<file path="src/rtl/pipe_hazard_ctrl.sv">
// Hazard control for the 5-stage core: load-use and MDU stalls, taken-branch flushes, perf counters.
// Controls are combinational from inputs plus MDU state; a stall holds PC and IF/ID and bubbles ID/EX.
module pipe_hazard_ctrl #(
   parameter int MULT_LAT = 4,
   parameter int DIV_LAT  = 10
) (
   input  logic        clk,
   input  logic        reset,
   input  logic        IDEX_MemRead,
   input  logic [4:0]  IDEX_RegisterRt,
   input  logic [4:0]  IFID_RegisterRs,
   input  logic [4:0]  IFID_RegisterRt,
   input  logic        IFID_UsesRt,
   input  logic        IFID_ReadsHiLo,
   input  logic        IFID_MduOp,
   input  logic        IDEX_MduOp,
   input  logic        IDEX_MduIsDiv,
   input  logic        EX_BranchTaken,
   output logic        PCWrite,
   output logic        IFIDWrite,
   output logic        IFID_Flush,
   output logic        IDEX_Flush,
   output logic        MduBusy,
   output logic        MduDone,
   output logic [15:0] stall_cycles,
   output logic [15:0] flush_count
);

   localparam logic [3:0] MULT_CNT = 4'(MULT_LAT);
   localparam logic [3:0] DIV_CNT  = 4'(DIV_LAT);

   typedef enum logic {IDLE, BUSY} state_t;

   state_t     state, state_nxt;
   logic [3:0] cnt, cnt_nxt;
   logic       lu, mh;

   always_ff @(posedge clk) begin
      if (reset) begin
         state <= IDLE;
         cnt   <= 4'd0;
      end else begin
         state <= state_nxt;
         cnt   <= cnt_nxt;
      end
   end

   // An MDU op arriving while BUSY cannot happen because ID stalls behind it; it is ignored.
   always_comb begin
      state_nxt = state;
      cnt_nxt   = cnt;
      MduDone   = 1'b0;
      case (state)
         IDLE: begin
            if (IDEX_MduOp) begin
               state_nxt = BUSY;
               cnt_nxt   = IDEX_MduIsDiv ? DIV_CNT : MULT_CNT;
            end
         end
         BUSY: begin
            if (cnt > 4'd1) begin
               cnt_nxt = cnt - 4'd1;
            end else begin
               MduDone   = 1'b1;
               state_nxt = IDLE;
               cnt_nxt   = 4'd0;
            end
         end
      endcase
   end

   assign MduBusy = (state == BUSY);

   always_comb begin
      lu = IDEX_MemRead && (IDEX_RegisterRt != 5'd0) &&
           ((IDEX_RegisterRt == IFID_RegisterRs) ||
            (IFID_UsesRt && (IDEX_RegisterRt == IFID_RegisterRt)));
      mh = (IFID_ReadsHiLo || IFID_MduOp) && (IDEX_MduOp || (state == BUSY));

      PCWrite    = 1'b1;
      IFIDWrite  = 1'b1;
      IFID_Flush = 1'b0;
      IDEX_Flush = 1'b0;
      // A taken branch squashes the ID instruction, so its hazards are moot.
      if (EX_BranchTaken) begin
         IFID_Flush = 1'b1;
         IDEX_Flush = 1'b1;
      end else if (lu || mh) begin
         PCWrite    = 1'b0;
         IFIDWrite  = 1'b0;
         IDEX_Flush = 1'b1;
      end
   end

   always_ff @(posedge clk) begin
      if (reset) begin
         stall_cycles <= 16'd0;
         flush_count  <= 16'd0;
      end else begin
         if (!PCWrite && (stall_cycles != 16'hFFFF))
            stall_cycles <= stall_cycles + 16'd1;
         if (EX_BranchTaken && (flush_count != 16'hFFFF))
            flush_count <= flush_count + 16'd1;
      end
   end

endmodule

</file>
<file path="config.mk">
export PLATFORM = sky130hd
export DESIGN_NAME = pipe_hazard_ctrl
export DESIGN_NICKNAME = d
export VERILOG_FILES = /design/src/rtl/pipe_hazard_ctrl.sv
export SDC_FILE = /design/constraint.sdc
export NUM_CORES = 1
export LEC_CHECK = 0
export BUFFER_PORTS_ARGS = -buffer_cell sky130_fd_sc_hd__buf_2
export CAP_MARGIN = 20
export CORE_MARGIN = 2
export CORE_UTILIZATION = 55
export CTS_BUF_LIST = sky130_fd_sc_hd__clkbuf_16
export CTS_CLUSTER_SIZE = 14
export DETAILED_ROUTE_END_ITERATION = 6
export GPL_TIMING_DRIVEN = 0
export PLACE_DENSITY = 0.94
export SETUP_SLACK_MARGIN = 0.02
export SLEW_MARGIN = 15
export SYNTH_ARGS = -nofsm -noshare
export SYNTH_HDL_FRONTEND = slang
export SYNTH_SLANG_ARGS = --single-unit
</file>
<file path="constraint.sdc">
create_clock -name clk -period 4.55 [get_ports clk]
set_input_delay 0.2275 -clock clk [delete_from_list [all_inputs] [get_ports clk]]
set_output_delay 0.2275 -clock clk [all_outputs]
set_load 0.05 [all_outputs]
</file>
==> summary.md <==
In this run the deepest clock path goes through 2 buffers. The class of the most critical setup path was reg2reg. For this run, design rule violations remaining after detail routing come to 0. The count of buffers added on input and output ports is 61.

The area growth from synthesis to layout is 25.5%. The tools report the register-to-register setup slack as 2470 ps. The first detailed-routing pass ran for 4 iterations. The logs give 0 for the count of endpoints failing hold in the final timing report and 354 for the count of non-filler cells in the finished layout. The total count of max-transition violations in the final report was 0; the proportion of layout cells with a drive suffix above 1 was 26.3%.

The tools report the required time of the critical path as 4700 ps. The routed wire length per instance works out to 13.7 um. The run gives 44 as the count of different cell masters after synthesis. Clock-pin slew was measured on the worst setup and hold paths at 50 ps.

In this run the post-CTS setup repair buffer count came out at 0. Total routing usage reported by global routing: 25.3%. The tools report the type of element launching the critical path as a register. The depth of the worst hold-timing path works out to 4. The synthesis-stage register bit count works out to 37. For the post-place instance area, the log shows 0.00234 mm2. The clock skew was 5.19 ps; the number of buffers inserted for hold repair after clock tree synthesis was 0. The maximum cell stage delay along the critical path works out to 480 ps. The tools report the placed instance count as 346. The worst setup path is captured at a register.

The HPWL after detailed placement is 3.55 mm. Reg-to-reg startpoint: stall_cycles[0]$_SDFFE_PP0P_. During I/O placement, the number of pins put on the boundary was 62. After global routing the overflow that remains totals 0. The combined buffer and inverter count along the critical path came out at 2. The worst setup path endpoint is stall_cycles[1]$_SDFFE_PP0P_. The maximum vdd drop is 249 uV.

Routability-driven placement finished with a final weighted congestion of 0.843. The critical path starts at stall_cycles[0]$_SDFFE_PP0P_. The logs give 0 for the number of cells upsized or downsized after cts and 0.00102 uW for the leakage component of the power. Derived from the worst setup path, the maximum achievable clock frequency is 481 MHz. Grouping stages by cell kind, the critical path spends the most delay in simple AND/OR/NAND/NOR gates. The measured slew at the worst slew-check pin is 542 ps, and the via total after detailed routing is 2025. The post-route fraction of the period consumed by the critical path is 45.7%. The path class of the tightest hold or removal check is in2reg. For this configuration, the core starts out at a cell density of 58.4%.

For the number of clock buffers inserted by TritonCTS, the log shows 5. Synthesis produced 239 cells. The flow ran to the end, and the final reports show no timing, DRC or antenna violations. The tool flagged a number of max-cap violations equal to 0. Post-layout minimum cycle time: 2080 ps. Hold timing on the final database bottoms out at a slack of 253 ps. The initial antenna violation count was 0; the via count normalized by instance count was 5.72.

For this run, the post-layout net count is 335. The tools report the cell chosen for the clock root as sky130_fd_sc_hd__clkbuf_16. TritonCTS built the clock tree.

The worst pin sits at a relative slew slack of 63.6%. Setup violations remaining at the end of the flow were counted as 0. Setup repair after global routing left no endpoint under its margin. The tools report the global-route wire length before repair as 8.17 mm.

For the number of clock sinks, the log shows 37. The floorplan step defined a core boundary enclosing 0.00339 mm2. Sequential cells were found to cover 37.4% of the synthesized design area.

For the worst-skew pair, the clock arrives at the later sink with an insertion delay of 280 ps. The final design area excluding fillers is 0.00248 mm2. The synthesized design spends more area on one cell type than any other, namely sky130_fd_sc_hd__dfxtp_1.

The run gives 247 as the number of fill cells in the layout. In this run the critical register-to-register path is captured at stall_cycles[1]$_SDFFE_PP0P_. The floorplan step set the die width to 64.0 um.

The synthesized design devotes to its leading area cell type 37.4% of total area. Adding up every negative setup slack in the final design gives 0 ps. The H-tree generated during clock tree synthesis spans 2 levels. Data arrives at the worst endpoint at 2230 ps.

The total wirelength of the detailed-routed design is 4.84 mm. The slowest library cell on the worst path was sky130_fd_sc_hd__nor3_1. The ratio of total power to cell area works out to 321 mW/mm2. The critical path goes through ha_1 -> inv_1 -> nor3_1 -> a221oi_2 -> nand2_2 -> buf_6 -> mux2i_1 -> nor2_1.

In this run the remaining antenna-violating nets after routing total 0. The critical path crosses 8 cells after its start point. The floorplan has 21 rows. Of all nets on the critical path, the largest fanout is 10. The synthesized netlist occupies a cell area of 0.00198 mm2. After synthesis, the mean cell area works out to 8.28 um2.

In the post-synthesis netlist, the biggest area contributors are sky130_fd_sc_hd__dfxtp_1 37%, sky130_fd_sc_hd__nor2_1 7.4%, sky130_fd_sc_hd__xor2_1 7.1%. The first routing iteration left 131 violations. The number of antenna cells inserted was 0; the total nets after synthesis was 267. The cell depth of the worst flop-to-flop path is 8, and the number of global-route vias before repair is 1907. The die is 64.0 um tall. The logs give 13 for the pin count of the biggest net entering global routing and 0.00409 mm2 for the area of the die. For the number of warning messages in the yosys log, the log shows 0.
Yosys cell counts, drive strengths merged:
cell type,number
a211oi,1
a21oi,12
a221oi,1
a311oi,1
a31oi,2
a41oi,1
and2,1
and3,3
and4,1
buf,4
clkbuf,4
dfxtp,37
ha,4
inv,8
mux2,2
mux2i,3
nand2,14
nand2b,1
nand3,20
nand4,11
nand4b,1
nor2,39
nor2b,1
nor3,6
nor3b,2
nor4,2
nor4b,1
o21ai,11
o221ai,1
o22a,2
o22ai,2
o31ai,2
or2b,1
or3,8
or4,2
xnor2,11
xor2,16
layout make-up:
type | instances | area [um2] | share of cell area (%)
buffer | 8 | 46.3 | 1.86
clock buffer | 5 | 125 | 5.04
clock inverter | 3 | 17.5 | 0.705
inverter | 8 | 30.0 | 1.21
multi-input combinational | 186 | 1160 | 46.8
sequential | 37 | 741 | 29.8
tap | 46 | 57.6 | 2.32
timing repair buffer | 61 | 305 | 12.3
power breakdown:
group	total [uW]	switching [uW]	internal (uW)
clock network	335	134	201
registers	343	10.7	332
logic	120	77.7	42.4
worst min-delay path, delay by kind of cell:
kind                   cells  cell delay, ps
AO/OA/AOI/OAI              1              80
buffers and inverters      2             110
AND/OR/NAND/NOR            1              60
stage by stage:
| step | utilization, % | worst slack (ps) | total power, uW |
|---|---|---|---|
| floorplan | - | 1820 | 434 |
| global placement | 69.1 | 2560 | 465 |
| detailed placement | 69.1 | 2530 | 469 |
| CTS | 73.3 | 2500 | 800 |
| global route | 73.3 | 2250 | 827 |
| finish | 73.3 | 2470 | 798 |
sequential cells by signal, summed over array words and instances (netlist names):
register      count
flush_count      16
stall_cycles     16
MduBusy           1
cnt               4
cell usage in the layout, fill, tap and decap left out, types with 2 or more instances in the layout:
master	count
sky130_fd_sc_hd__nor3_1	6
sky130_fd_sc_hd__nor2_1	39
sky130_fd_sc_hd__nand4_1	11
sky130_fd_sc_hd__nand3_1	20
sky130_fd_sc_hd__mux2i_1	3
sky130_fd_sc_hd__dfxtp_1	37
sky130_fd_sc_hd__nor4_1	2
sky130_fd_sc_hd__xor2_1	16
sky130_fd_sc_hd__ha_1	4
sky130_fd_sc_hd__a31oi_1	2
sky130_fd_sc_hd__nand2_1	13
sky130_fd_sc_hd__clkbuf_16	5
sky130_fd_sc_hd__buf_2	62
sky130_fd_sc_hd__clkbuf_1	4
sky130_fd_sc_hd__buf_4	2
sky130_fd_sc_hd__and3_1	3
sky130_fd_sc_hd__inv_1	8
sky130_fd_sc_hd__nor3b_1	2
sky130_fd_sc_hd__or3_1	8
sky130_fd_sc_hd__or4_1	2
sky130_fd_sc_hd__o31ai_1	2
sky130_fd_sc_hd__xnor2_1	11
sky130_fd_sc_hd__o21ai_0	10
sky130_fd_sc_hd__a21oi_1	12
logic make-up (layout without fill, tap and decap cells):
kind of cell / after synthesis / after routing / synth area share (%)
simple gates: 114 / 114 / 28.9
mux: 5 / 5 / 2.84
fa+ha+maj: 4 / 4 / 2.53
buf+inv: 16 / 85 / 3.86
compound gates: 36 / 36 / 12.5
xor+xnor: 27 / 27 / 11.9
flops: 37 / 37 / 37.4
how the worst min path moves through the flow:
stage,to,slack [ps],from
2_1_floorplan,cnt[2]$_SDFFE_PP0P_,410,IDEX_MduOp
6_report,cnt[2]$_SDFFE_PP0P_,250,IDEX_MduIsDiv
3_3_place_gp,stall_cycles[8]$_SDFFE_PP0P_,490,stall_cycles[8]$_SDFFE_PP0P_
3_5_place_dp,stall_cycles[8]$_SDFFE_PP0P_,500,stall_cycles[8]$_SDFFE_PP0P_
5_1_grt,cnt[2]$_SDFFE_PP0P_,290,IDEX_MduIsDiv
4_1_cts,cnt[2]$_SDFFE_PP0P_,250,IDEX_MduIsDiv
routing by layer:
layer	share of wire, %	global-route usage, %
met2	46	42.2
met4	2.5	13.9
met1	43	29.3
met3	8.3	6.69
met5	0	0
Power figures use the tool's default switching activity.
